`src/rtl/candidate_feeder.sv`:
```
// candidate_feeder: enumerates 16-bit candidate codes from START_CODE and sends
// each one MSB nibble first on four_bit_input with a one-cycle read strobe per
// nibble. After the fourth nibble it waits up to FIND_WAIT cycles for find.
// It stops on the first hit, or after candidate 16'hFFFF with no hit.
//
// Ports:
//   clock, reset     : rising-edge clock, synchronous active-high reset
//   start            : begin a search (honoured in IDLE/DONE only)
//   find             : hit flag from the checker (honoured in WAIT only)
//   four_bit_input   : current nibble, valid while read=1
//   read             : one-cycle strobe per nibble
//   busy / done      : search running / search finished
//   found            : in DONE, 1 = hit, 0 = code space exhausted
//   found_code       : candidate that produced the hit
//   attempts         : candidates fully sent since the last start
module candidate_feeder #(
    parameter logic [15:0] START_CODE = 16'h0000,
    parameter int unsigned GAP        = 1,
    parameter int unsigned FIND_WAIT  = 4
) (
    input  logic        clock,
    input  logic        reset,
    input  logic        start,
    input  logic        find,
    output logic [3:0]  four_bit_input,
    output logic        read,
    output logic        busy,
    output logic        done,
    output logic        found,
    output logic [15:0] found_code,
    output logic [16:0] attempts
);

    localparam int unsigned CNT_W = 4;
    localparam logic [CNT_W-1:0] GAP_LAST  = CNT_W'((GAP > 0) ? (GAP - 1) : 0);
    localparam logic [CNT_W-1:0] WAIT_LAST = CNT_W'(FIND_WAIT - 1);

    typedef enum logic [2:0] {
        S_IDLE,
        S_SEND,
        S_GAP,
        S_WAIT,
        S_DONE
    } state_t;

    state_t           r_state;
    state_t           w_state_nxt;
    logic [15:0]      r_cand;
    logic [15:0]      w_cand_nxt;
    logic [1:0]       r_idx;
    logic [1:0]       w_idx_nxt;
    logic [CNT_W-1:0] r_cnt;
    logic [CNT_W-1:0] w_cnt_nxt;
    logic             r_found;
    logic             w_found_nxt;
    logic [15:0]      r_found_code;
    logic [15:0]      w_found_code_nxt;
    logic [16:0]      r_attempts;
    logic [16:0]      w_attempts_nxt;
    logic [3:0]       w_nib_nxt;
    logic             r_read;
    logic [3:0]       r_nib;
    logic             r_busy;
    logic             r_done;

    // Next-state and datapath updates; the cycle counter restarts on every state change.
    always_comb begin
        w_state_nxt      = r_state;
        w_cand_nxt       = r_cand;
        w_idx_nxt        = r_idx;
        w_cnt_nxt        = '0;
        w_found_nxt      = r_found;
        w_found_code_nxt = r_found_code;
        w_attempts_nxt   = r_attempts;

        case (r_state)
            S_IDLE, S_DONE: begin
                if (start) begin
                    w_state_nxt    = S_SEND;
                    w_cand_nxt     = START_CODE;
                    w_idx_nxt      = 2'd0;
                    w_found_nxt    = 1'b0;
                    w_attempts_nxt = '0;
                end
            end
            S_SEND: begin
                if (r_idx == 2'd3) begin
                    w_attempts_nxt = r_attempts + 17'd1;
                    w_state_nxt    = S_WAIT;
                end else if (GAP == 0) begin
                    w_idx_nxt   = r_idx + 2'd1;
                    w_state_nxt = S_SEND;
                end else begin
                    w_state_nxt = S_GAP;
                end
            end
            S_GAP: begin
                if (r_cnt == GAP_LAST) begin
                    w_idx_nxt   = r_idx + 2'd1;
                    w_state_nxt = S_SEND;
                end else begin
                    w_cnt_nxt = r_cnt + CNT_W'(1);
                end
            end
            S_WAIT: begin
                if (find) begin
                    w_state_nxt      = S_DONE;
                    w_found_nxt      = 1'b1;
                    w_found_code_nxt = r_cand;
                end else if (r_cnt == WAIT_LAST) begin
                    // Last candidate ends the search rather than wrapping to 0.
                    if (r_cand == 16'hFFFF) begin
                        w_state_nxt = S_DONE;
                        w_found_nxt = 1'b0;
                    end else begin
                        w_cand_nxt  = r_cand + 16'd1;
                        w_idx_nxt   = 2'd0;
                        w_state_nxt = S_SEND;
                    end
                end else begin
                    w_cnt_nxt = r_cnt + CNT_W'(1);
                end
            end
            default: begin
                w_state_nxt = S_IDLE;
            end
        endcase
    end

    // Nibble that the next SEND cycle will present, MSB first.
    always_comb begin
        w_nib_nxt = 4'h0;
        case (w_idx_nxt)
            2'd0:    w_nib_nxt = w_cand_nxt[15:12];
            2'd1:    w_nib_nxt = w_cand_nxt[11:8];
            2'd2:    w_nib_nxt = w_cand_nxt[7:4];
            default: w_nib_nxt = w_cand_nxt[3:0];
        endcase
    end

    // State, datapath and outputs; outputs are decoded from the next state so they line up with it.
    always_ff @(posedge clock) begin
        if (reset) begin
            r_state      <= S_IDLE;
            r_cand       <= '0;
            r_idx        <= '0;
            r_cnt        <= '0;
            r_found      <= 1'b0;
            r_found_code <= '0;
            r_attempts   <= '0;
            r_read       <= 1'b0;
            r_nib        <= '0;
            r_busy       <= 1'b0;
            r_done       <= 1'b0;
        end else begin
            r_state      <= w_state_nxt;
            r_cand       <= w_cand_nxt;
            r_idx        <= w_idx_nxt;
            r_cnt        <= w_cnt_nxt;
            r_found      <= w_found_nxt;
            r_found_code <= w_found_code_nxt;
            r_attempts   <= w_attempts_nxt;
            r_read       <= (w_state_nxt == S_SEND);
            r_nib        <= (w_state_nxt == S_SEND) ? w_nib_nxt : 4'h0;
            r_busy       <= (w_state_nxt == S_SEND) || (w_state_nxt == S_GAP) ||
                            (w_state_nxt == S_WAIT);
            r_done       <= (w_state_nxt == S_DONE);
        end
    end

    assign four_bit_input = r_nib;
    assign read           = r_read;
    assign busy           = r_busy;
    assign done           = r_done;
    assign found          = r_found;
    assign found_code     = r_found_code;
    assign attempts       = r_attempts;

endmodule

```
`config.mk`:
```
export PLATFORM = sky130hd
export DESIGN_NAME = candidate_feeder
export DESIGN_NICKNAME = d
export VERILOG_FILES = /design/src/rtl/candidate_feeder.sv
export SDC_FILE = /design/constraint.sdc
export NUM_CORES = 1
export LEC_CHECK = 0
export ABC_AREA = 1
export CAP_MARGIN = 10
export CORE_ASPECT_RATIO = 2
export CORE_MARGIN = 3
export CORE_UTILIZATION = 49
export CTS_BUF_LIST = sky130_fd_sc_hd__clkbuf_8 sky130_fd_sc_hd__clkbuf_16
export CTS_CLUSTER_DIAMETER = 60
export DETAILED_ROUTE_END_ITERATION = 8
export HOLD_SLACK_MARGIN = 0.05
export PLACE_DENSITY = 0.83
export SYNTH_ARGS = -nofsm -noshare
export SYNTH_HDL_FRONTEND = slang
export SYNTH_SLANG_ARGS = --single-unit
```
`constraint.sdc`:
```
create_clock -name clock -period 1.75 [get_ports clock]
set_input_delay 0.35 -clock clock [delete_from_list [all_inputs] [get_ports clock]]
set_output_delay 0.35 -clock clock [all_outputs]
set_load 0.02 [all_outputs]
```
==> results of run 1 <==
-- flip-flops by register name (all words and copies together) (netlist names) --
| signal | count |
|---|---|
| attempts | 17 |
| busy | 1 |
| done | 1 |
| found | 1 |
| found_code | 16 |
| four_bit_input | 4 |
| r_cand | 16 |
| r_cnt | 4 |
| r_idx | 2 |
| r_state | 3 |
| read | 1 |
-- area by class of cell --
type	count	area share, %
inverter	73	5.142
clock buffer	11	4.616
sequential	66	24.54
tap	88	2.011
multi-input combinational	354	39.40
clock inverter	4	1.234
timing repair buffer	145	23.06
-- metal layers --
layer  up-vias  wire [µm]  share of wire [%]  track usage [%]
met4         0       1159                8.9            26.49
li1       1908          -                  -                -
met3        92        750                5.8            7.182
met1      1960       4154                 32            25.49
met5         -          0                  0                0
met2       231       6956                 53            56.15
-- layout by cell type, fill, tap and decap left out, types with 2 or more instances in the layout --
cell type	instances
a21boi_4	2
a21o_1	3
a21oi_1	34
a22oi_1	2
buf_12	2
buf_4	93
buf_6	6
bufinv_16	2
clkbuf_16	9
clkbuf_8	2
clkdlybuf4s50_1	33
dfxtp_1	52
dfxtp_2	12
dfxtp_4	2
dlygate4sd2_1	3
dlymetal6s2s_1	8
ha_4	4
inv_1	61
inv_2	11
nand2_1	99
nand2_2	20
nand2_4	9
nand2_8	2
nand3_1	29
nand3_2	17
nand3_4	2
nand4_1	6
nor2_1	45
nor2_2	11
nor2_4	14
nor3_1	4
nor3_4	3
o21ai_0	23
o21ai_1	5
o21ai_2	6
or2_2	2
xor2_1	3
-- final timing paths --
kind / startpoint / end / cells past startpoint
worst min-delay path: found / found / 2
worst max register to register: r_cnt[1] / four_bit_input[0] / 12
worst min register to register: found / found / 2
worst max-delay path: r_cnt[1] / four_bit_input[0] / 12
-- logic make-up after synthesis --
| family | count (synthesis) | share of synthesized area, % |
|---|---|---|
| AOI/OAI and AO/OA | 81 | 13.17 |
| xor gates and xnor gates | 3 | 0.7794 |
| adders and majority gates | 5 | 1.855 |
| buffers and inverters | 82 | 9.202 |
| DFF | 66 | 39.18 |
| and+or+nand+nor | 265 | 35.81 |
-- critical path, cell delays in order (launching register included) --
cell and delay, ns:
dfxtp_2 0.36, inv_1 0.06, ha_2 0.17, inv_2 0.06
nor2_1 0.05, nand2_1 0.12, inv_1 0.08, nand2_1 0.26
a21boi_4 0.38, nand3_2 0.11, nand2_2 0.08, nor2_2 0.04
nor2_1 0.10
-- power by group --
part / internal, mW / leakage [nW] / switching, mW / total, mW
Sequential: 1.52 / 0.540 / 0.0129 / 1.53
Combinational: 0.140 / 1.97 / 0.210 / 0.351
Clock: 1.30 / 0.164 / 0.639 / 1.94
-- per-stage QoR --
stage	utilization, %	setup slack (ns)
global route	82.04	-0.2407
CTS	76.28	-0.04945
detailed placement	68.05	-0.3917
finish	82.04	-0.1929
floorplan	-	-0.002783
global placement	68.05	-0.3158
-- timing repair --
action                     in CTS  in global routing
setup endpoints to repair      30                 34
hold endpoints to repair        0                  0
pin swaps                      34                 46
resized for setup              60                 82
setup buffers                   7                 10
==> flow_metrics.py, run 1 <==
metrics = {
    "finish": {
        "multi_input_area_um2": 2157,
        "fillCellCount": 375,
        "drive_gt1_share_pct": 36.60,
        "diodes": 0,
        "area_delta_synth_final_pct": 62.37,
        "nets": 658,
        "fin_cells": 741,
        "fin_area_um2": 5475,
        "seqCellArea_um2": 1344,
    },
    "drt": {
        "drt_wl_total_um": 13020,
        "drc": 0,
        "vias": 4191,
        "drt_iter0_markers": 267,
        "dr.pass1.iters": 7,
        "final_antenna_net_count": 0,
        "avgRoutedWirePerCell_um": 17.57,
        "via_per_inst": 5.656,
    },
    "clock_network": {
        "cts_buffers": 9,
        "tritoncts": "yes",
        "clockRootBuffer": "clkbuf_16",
        "cts_sinks": 66,
        "clkTransAtPathRegs_ns": 0.05,
        "cts_max_level": 3,
        "clock_latency_ns": 0.34,
        "holdBufCountCts": 0,
        "clockBufferDepth": 2,
    },
    "die": {
        "fp-row-count": 42,
        "die_height_um": 123.3,
        "io-pin-count": 45,
        "fp.coreArea_um2": 6674,
        "die_area_um2": 7974,
        "start_util_pct": 50.52,
        "die_w_um": 64.66,
    },
    "hold_path": {
        "hold_class": "register to register",
    },
    "grt": {
        "grtUsageTotal_pct": 30.09,
        "grt_max_degree": 20,
        "grt_first_pass_wirelength_um": 18120,
        "antenna_found_initial": 0,
        "overflow": 0,
        "grt_pass1_vias": 4087,
    },
    "placed_design": {
        "place_congestion": 0.9766,
        "dpl.cell_count": 710,
        "place_area_um2": 4542,
        "dp_hpwl_um": 7843,
        "io_buffers": 44,
    },
    "run_status": {
        "violations": "negative setup slack",
        "status": "complete, but fails checks",
    },
    "flow_run": {
        "cap_violations": 0,
    },
    "power_and_ir_drop": {
        "vdd_drop_max_uv": 835.4,
        "p_leak_nw": 2.670,
        "pwr_density_cell_nw_per_um2": 698.6,
        "power_mw": 3.825,
    },
    "setup_path": {
        "cp-end-kind": "register",
        "ff2ff_setup_slack_ns": -0.19,
        "worstPathRequired_ns": 2.02,
        "cp.arrival_ns": 2.22,
        "cp_max_fo": 5,
        "path_class": "register to register",
        "critPathLaunchType": "register",
    },
    "logic_synthesis": {
        "synth_cells": 502,
        "ys_types": 33,
        "yosysTopAreaCell": "dfxtp_1",
        "synth_most_common_cell": "nand2_1",
        "syn_nets": 511,
        "synth_top_area_share_pct": 39.18,
        "yosys_warnings": 0,
        "syn_avg_cell_area_um2": 6.717,
        "synth_area_leaders": "dfxtp_1 (39%), nand2_1 (13%), inv_1 (7.3%)",
        "synth_commonest_cells": "nand2_1 (116), dfxtp_1 (66), inv_1 (66), nor2_1 (58), nand3_1 (46)",
        "async_reset_ff_share_pct": 0,
        "yosysSeqAreaShare_pct": 39.18,
        "ys.flop_type": "dfxtp_1",
        "synth_area_um2": 3372,
        "synth-edff-count": 0,
        "ys_ff_latch": 66,
    },
    "timing": {
        "timing.fmax_ghz": 0.5147,
        "whs_ns": 0.4611,
        "slew_headroom_pct": 73.95,
        "finClkSkew_ns": 0.007890,
        "min_period_ns": 1.943,
        "setup_violations": 12,
        "slew_viol_final": 0,
        "tightest_slew_ns": 0.3866,
        "finalWorstSetupSlack_ns": -0.1929,
        "tns_ns": -1.090,
        "fin_crit_sh_pct": 111.0,
        "rsz0062_at_grt": "yes",
        "hold_viol": 0,
    },
}
Power figures use the tool's default switching activity.
==> run 2: changes to the inputs <==
Settings changed: REMOVE_ABC_BUFFERS set to 1.
==> run 2 against run 1 <==
The flow still finishes with violations (negative setup slack). Power is 9.3% lower. Sequential cell count stayed put. Cell area decreased by 1.7%. First-iteration DRC count down 14%. Clock power decreased by 17%. Die area did not move. Fmax decreased by 1.5%. Hold slack gained 0.0046 ns. Sequential share of layout area grew 0.40 points. Non-clock buffer count down 8. Register-to-register slack worse by 0.03 ns. Critical path type unchanged. Largest power group unchanged.
==> flow_metrics.py, run 2 (synthesis gave the netlist of run 1 again) <==
metrics = {
    "grt": {
        "antenna_found_initial": 0,
        "grt_pass1_vias": 3951,
        "grt_first_pass_wirelength_um": 17530,
        "overflow": 0,
        "grt_max_degree": 21,
        "grtUsageTotal_pct": 28.92,
    },
    "finish": {
        "diodes": 0,
        "drive_gt1_share_pct": 37.17,
        "area_delta_synth_final_pct": 59.63,
        "mostFrequentLayoutCells": "nand2_1 (97), buf_4 (87), inv_1 (62)",
        "nets": 650,
        "largest_register_ffs": 17,
        "layout_commonest_cell": "nand2_1",
        "final_util_pct": 80.65,
    },
    "drt": {
        "drt_iter0_markers": 230,
        "final_antenna_net_count": 0,
        "dr.pass1.iters": 5,
        "drc": 0,
        "avgRoutedWirePerCell_um": 17.62,
        "drt_wl_total_um": 12880,
        "vias": 4110,
        "via_per_inst": 5.622,
    },
    "timing": {
        "slew_headroom_pct": 69.93,
        "slew_viol_final": 0,
        "finClkSkew_ns": 0.003131,
        "tightest_slew_ns": 0.4463,
        "hold_viol": 0,
        "timing.fmax_ghz": 0.5068,
        "finalWorstSetupSlack_ns": -0.2233,
        "min_period_ns": 1.973,
        "fin_crit_sh_pct": 112.8,
        "setup_violations": 13,
        "rsz0062_at_grt": "yes",
    },
    "die": {
        "die_w_um": 64.66,
        "io-pin-count": 45,
        "die_height_um": 123.3,
        "die_area_um2": 7974,
        "fp.coreArea_um2": 6674,
        "start_util_pct": 50.52,
        "fp-row-count": 42,
    },
    "clock_network": {
        "cts_buffers": 9,
        "clockBufferDepth": 2,
        "clkTransAtPathRegs_ns": 0.05,
        "clockRootBuffer": "clkbuf_16",
        "cts_max_level": 3,
        "clock_latency_ns": 0.34,
        "tritoncts": "yes",
        "cts_sinks": 66,
    },
    "setup_path": {
        "worstPathRequired_ns": 1.98,
        "cp_common_cell": "nor2_4",
        "crit_cells": 14,
        "rr_worst_depth": 14,
        "crit_family": "simple AND/OR/NAND/NOR gates",
        "path_class": "register to register",
        "cp_num_buf_inv": 1,
        "worstPathCellList": "ha_4 > nand2_4 > nor2_4 > nand2_4 > nor2_4 > nor2_4 > buf_6 > a21o_1 > nand3_2 > nand2_2 > nand2_1 > nand2_1 > nor2_1 > nor2_1",
        "cp-end-kind": "register",
        "critPathMaxStageDelay_ns": 0.35,
        "slowest_stage": "dfxtp_2",
        "cp.arrival_ns": 2.20,
        "critPathLaunchType": "register",
        "cp_max_fo": 3,
    },
    "power_and_ir_drop": {
        "pwr_density_cell_nw_per_um2": 644.3,
        "p_leak_nw": 2.643,
        "vdd_drop_max_uv": 703.4,
    },
    "placed_design": {
        "dp_hpwl_um": 7828,
        "io_buffers": 44,
        "place_congestion": 0.9721,
        "preCtsSetupSlack_ns": -0.4159,
    },
    "hold_path": {
        "worstHoldPathCells": 2,
        "hold_class": "register to register",
    },
    "flow_run": {
        "cap_violations": 0,
    },
    "run_status": {
        "violations": "negative setup slack",
        "status": "complete, but fails checks",
    },
}
-- run 2: cell types whose count changed in the layout (fill, tap and decap cells not counted), moves of 2 or more --
cell,previous run,this run
nor2_4,14,12
nand2_1,99,97
nand2_8,2,0
nor2_2,11,16
buf_6,6,3
nand3_2,17,20
bufinv_16,2,0
nand3_1,29,25
nand2_2,20,24
nor2_1,45,42
buf_4,93,87
-- run 2: path summary, 6_finish.rpt --
check	slack (ns)	to	start
max	-0.22	four_bit_input[2]	r_cand[0]
min	0.47	found_code[14]	found_code[14]
max reg2reg	-0.22	four_bit_input[2]	r_cand[0]
min reg2reg	0.47	found_code[14]	found_code[14]
-- run 2: layout make-up --
cell class / instances / area (µm²)
Timing Repair Buffer: 137 / 1205
Sequential cell: 66 / 1343
Inverter: 73 / 280.3
Clock buffer: 11 / 252.7
Tap cell: 88 / 110.1
Fill cell: 375 / 1291
Clock inverter: 2 / 7.507
Multi-Input combinational cell: 354 / 2185
-- run 2: timing repair --
item / CTS / global route
setup buffers: 8 / 7
endpoints found under the hold margin: 0 / 0
pin swaps: 22 / 35
setup endpoints to repair: 26 / 35
resized for setup: 45 / 102
hold buffers: 0 / 0
-- run 2: worst reg2reg max path, stage by stage (launching register included) --
cell and delay [ns]:
dfxtp_2 0.35, ha_4 0.18, nand2_4 0.06, nor2_4 0.14, nand2_4 0.09, nor2_4 0.15
nor2_4 0.08, buf_6 0.12, a21o_1 0.17, nand3_2 0.09, nand2_2 0.08, nand2_1 0.08
nand2_1 0.09, nor2_1 0.13, nor2_1 0.05
-- run 2: stage by stage --
step | hold WS, ns | std cells | total power [mW] | instance area (µm²) | TNS [ns]
finish | 0.4657 | 731 | 3.468 | 5383 | -1.136
global route | 0.4849 | 731 | 3.559 | 5383 | -2.606
CTS | 0.4669 | 725 | 3.438 | 4952 | -0.3324
detailed placement | 0.4577 | 704 | 1.823 | 4506 | -6.747
global placement | 0.4467 | 704 | 1.816 | 4506 | -5.100
floorplan | 0.4191 | 493 | 1.695 | 3337 | -1.039
-- run 2: report_power, final --
| group | internal, mW | switching [mW] | total [mW] |
|---|---|---|---|
| clock network | 0.999 | 0.613 | 1.61 |
| logic | 0.120 | 0.204 | 0.324 |
| registers | 1.52 | 0.0136 | 1.53 |
| total | 2.64 | 0.830 | 3.47 |
-- run 2: routing by layer --
| layer | track usage [%] | up-vias | part of all wire, % |
|---|---|---|---|
| met2 | 54.47 | 218 | 56 |
| met5 | 0 | - | 0 |
| li1 | - | 1886 | - |
| met3 | 7.364 | 78 | 5.7 |
| met1 | 25.34 | 1928 | 30 |
| met4 | 21.85 | 0 | 8.0 |
==> run 3: changes to the inputs <==
Settings changed: CORE_MARGIN 3 to 8, TNS_END_PERCENT set to 5.
==> run 3 against run 2 <==
The flow still finishes with violations (negative setup slack). Combinational power up 18%. Non-clock buffer count increased by 2. Final cell count increased by 1.1%. Power is 7.8% higher. Critical endpoint is now four_bit_input[0]. Largest cell class unchanged. Largest power group unchanged.
==> flow_metrics.py, run 3 (synthesis gave the netlist of run 1 again) <==
metrics = {
    "run_status": {
        "status": "complete, but fails checks",
        "violations": "negative setup slack",
    },
    "die": {
        "io-pin-count": 45,
        "die_w_um": 74.66,
        "fp-row-count": 43,
        "start_util_pct": 49.74,
        "die_height_um": 133.3,
        "die_area_um2": 9953,
        "fp.coreArea_um2": 6779,
    },
    "placed_design": {
        "dpl.cell_count": 704,
        "place_congestion": 0.9324,
        "preCtsSetupSlack_ns": -0.3379,
        "place_area_um2": 4468,
        "dp_hpwl_um": 7242,
        "io_buffers": 44,
    },
    "hold_path": {
        "hold_class": "register to register",
        "hp-start": "attempts[14]",
    },
    "drt": {
        "drc": 0,
        "drt_iter0_markers": 488,
        "dr.pass1.iters": 6,
        "vias": 4207,
        "avgRoutedWirePerCell_um": 17.53,
        "drt_wl_total_um": 12950,
        "via_per_inst": 5.693,
        "final_antenna_net_count": 0,
    },
    "setup_path": {
        "crit_path_start": "r_cand[0]",
        "cp-endpoint": "four_bit_input[0]",
        "ff2ff_setup_slack_ns": -0.37,
        "path_class": "register to register",
        "cp.arrival_ns": 2.40,
        "reg2reg_to": "four_bit_input[0]",
        "critPathLaunchType": "register",
        "slowest_stage": "dfxtp_2",
        "cp-end-kind": "register",
        "cp_max_fo": 7,
        "rr_worst_depth": 14,
        "critPathMaxStageDelay_ns": 0.37,
        "worstPathCellList": "ha_4 > buf_6 > nand3_4 > nor2_4 > nand3_2 > nand2_2 > nand2_4 > nand3_4 > nand2_8 > nor2_2 > nand2_1 > nand2_1 > nor2_1 > nor2_1",
        "regToRegStartpoint": "r_cand[0]",
        "worstPathRequired_ns": 2.03,
    },
    "clock_network": {
        "clkTransAtPathRegs_ns": 0.05,
        "tritoncts": "yes",
        "clockRootBuffer": "clkbuf_16",
        "clock_latency_ns": 0.34,
        "cts_buffers": 9,
        "cts_max_level": 3,
        "clockBufferDepth": 2,
        "cts_sinks": 66,
    },
    "timing": {
        "finalWorstSetupSlack_ns": -0.3716,
        "tns_ns": -1.603,
        "fin_crit_sh_pct": 121.2,
        "timing.fmax_ghz": 0.4713,
        "slew_viol_final": 0,
        "whs_ns": 0.4674,
        "rsz0062_at_grt": "yes",
        "setup_violations": 13,
        "min_period_ns": 2.122,
        "finClkSkew_ns": 0.007167,
        "hold_viol": 0,
        "slew_headroom_pct": 63.48,
        "tightest_slew_ns": 0.5472,
    },
    "grt": {
        "antenna_found_initial": 0,
        "overflow": 0,
        "grt_first_pass_wirelength_um": 16190,
        "grt_pass1_vias": 3591,
        "grt_max_degree": 18,
        "grtUsageTotal_pct": 20.74,
    },
    "finish": {
        "fin_cells": 739,
        "mostFrequentLayoutCells": "nand2_1 (104), buf_4 (92), inv_1 (66)",
        "nets": 653,
        "fin_area_um2": 5261,
        "drive_gt1_share_pct": 32.51,
        "final_util_pct": 77.61,
        "area_delta_synth_final_pct": 56.03,
        "layout_commonest_cell": "nand2_1",
        "fillCellCount": 423,
        "largest_register_ffs": 17,
        "diodes": 0,
    },
    "power_and_ir_drop": {
        "pwr_density_cell_nw_per_um2": 710.8,
        "p_leak_nw": 2.509,
        "power_mw": 3.740,
        "vdd_drop_max_uv": 739.3,
    },
    "flow_run": {
        "cap_violations": 0,
    },
}
run 3: cell count changes in the layout (fill, tap and decap cells not counted), sizes merged:
cell	change
clkinv	+1
dlygate4sd2	+1
nor2	+1
bufinv	+1
dlymetal6s2s	-4
buf	+2
clkdlybuf4s50	+3
inv	+1
run 3: where the power goes:
group	switching, mW	internal (mW)
clock	0.664	1.16
sequential	0.0129	1.52
combinational	0.226	0.155
total	0.903	2.84
run 3: layout make-up:
type / count / area, µm² / area share (%)
inverters: 73 / 280.3 / 5.327
repair buffers: 139 / 1171 / 22.26
multi-input cells: 355 / 2064 / 39.24
flip-flops and latches: 66 / 1334 / 25.35
clock inverters: 5 / 46.29 / 0.8799
well taps: 90 / 112.6 / 2.140
clock buffers: 11 / 252.7 / 4.804
run 3: per-layer routing:
metal,vias to the layer above,global-route usage [%],routed length [µm]
li1,1893,-,-
met1,1931,22.27,4633
met2,289,35.27,6377
met3,94,5.497,1087
met4,0,10.44,854
met5,-,0,0
run 3: worst min-delay path by stage:
stage,depth (start not counted),to,slack [ns]
floorplan,1,attempts[15],0.42
global placement,2,found_code[13],0.45
detailed placement,2,found,0.46
CTS,2,found,0.47
global route,2,found_code[13],0.49
finish,2,attempts[14],0.47
run 3: repair_timing:
item | 4_1_cts | 5_1_grt
setup endpoints to repair | 10 | 26
pin swaps | 11 | 39
cloned | 0 | 1
setup buffers | 3 | 15
hold buffers | 0 | 0
resized for setup | 20 | 88
run 3: critical path, delay by kind of cell, from the launching register on:
kind / cells / cell delay, ns
adder cells (fa/ha/maj): 1 / 0.17
AND/OR/NAND/NOR: 12 / 1.40
flip-flops: 1 / 0.37
buffers and inverters: 1 / 0.10
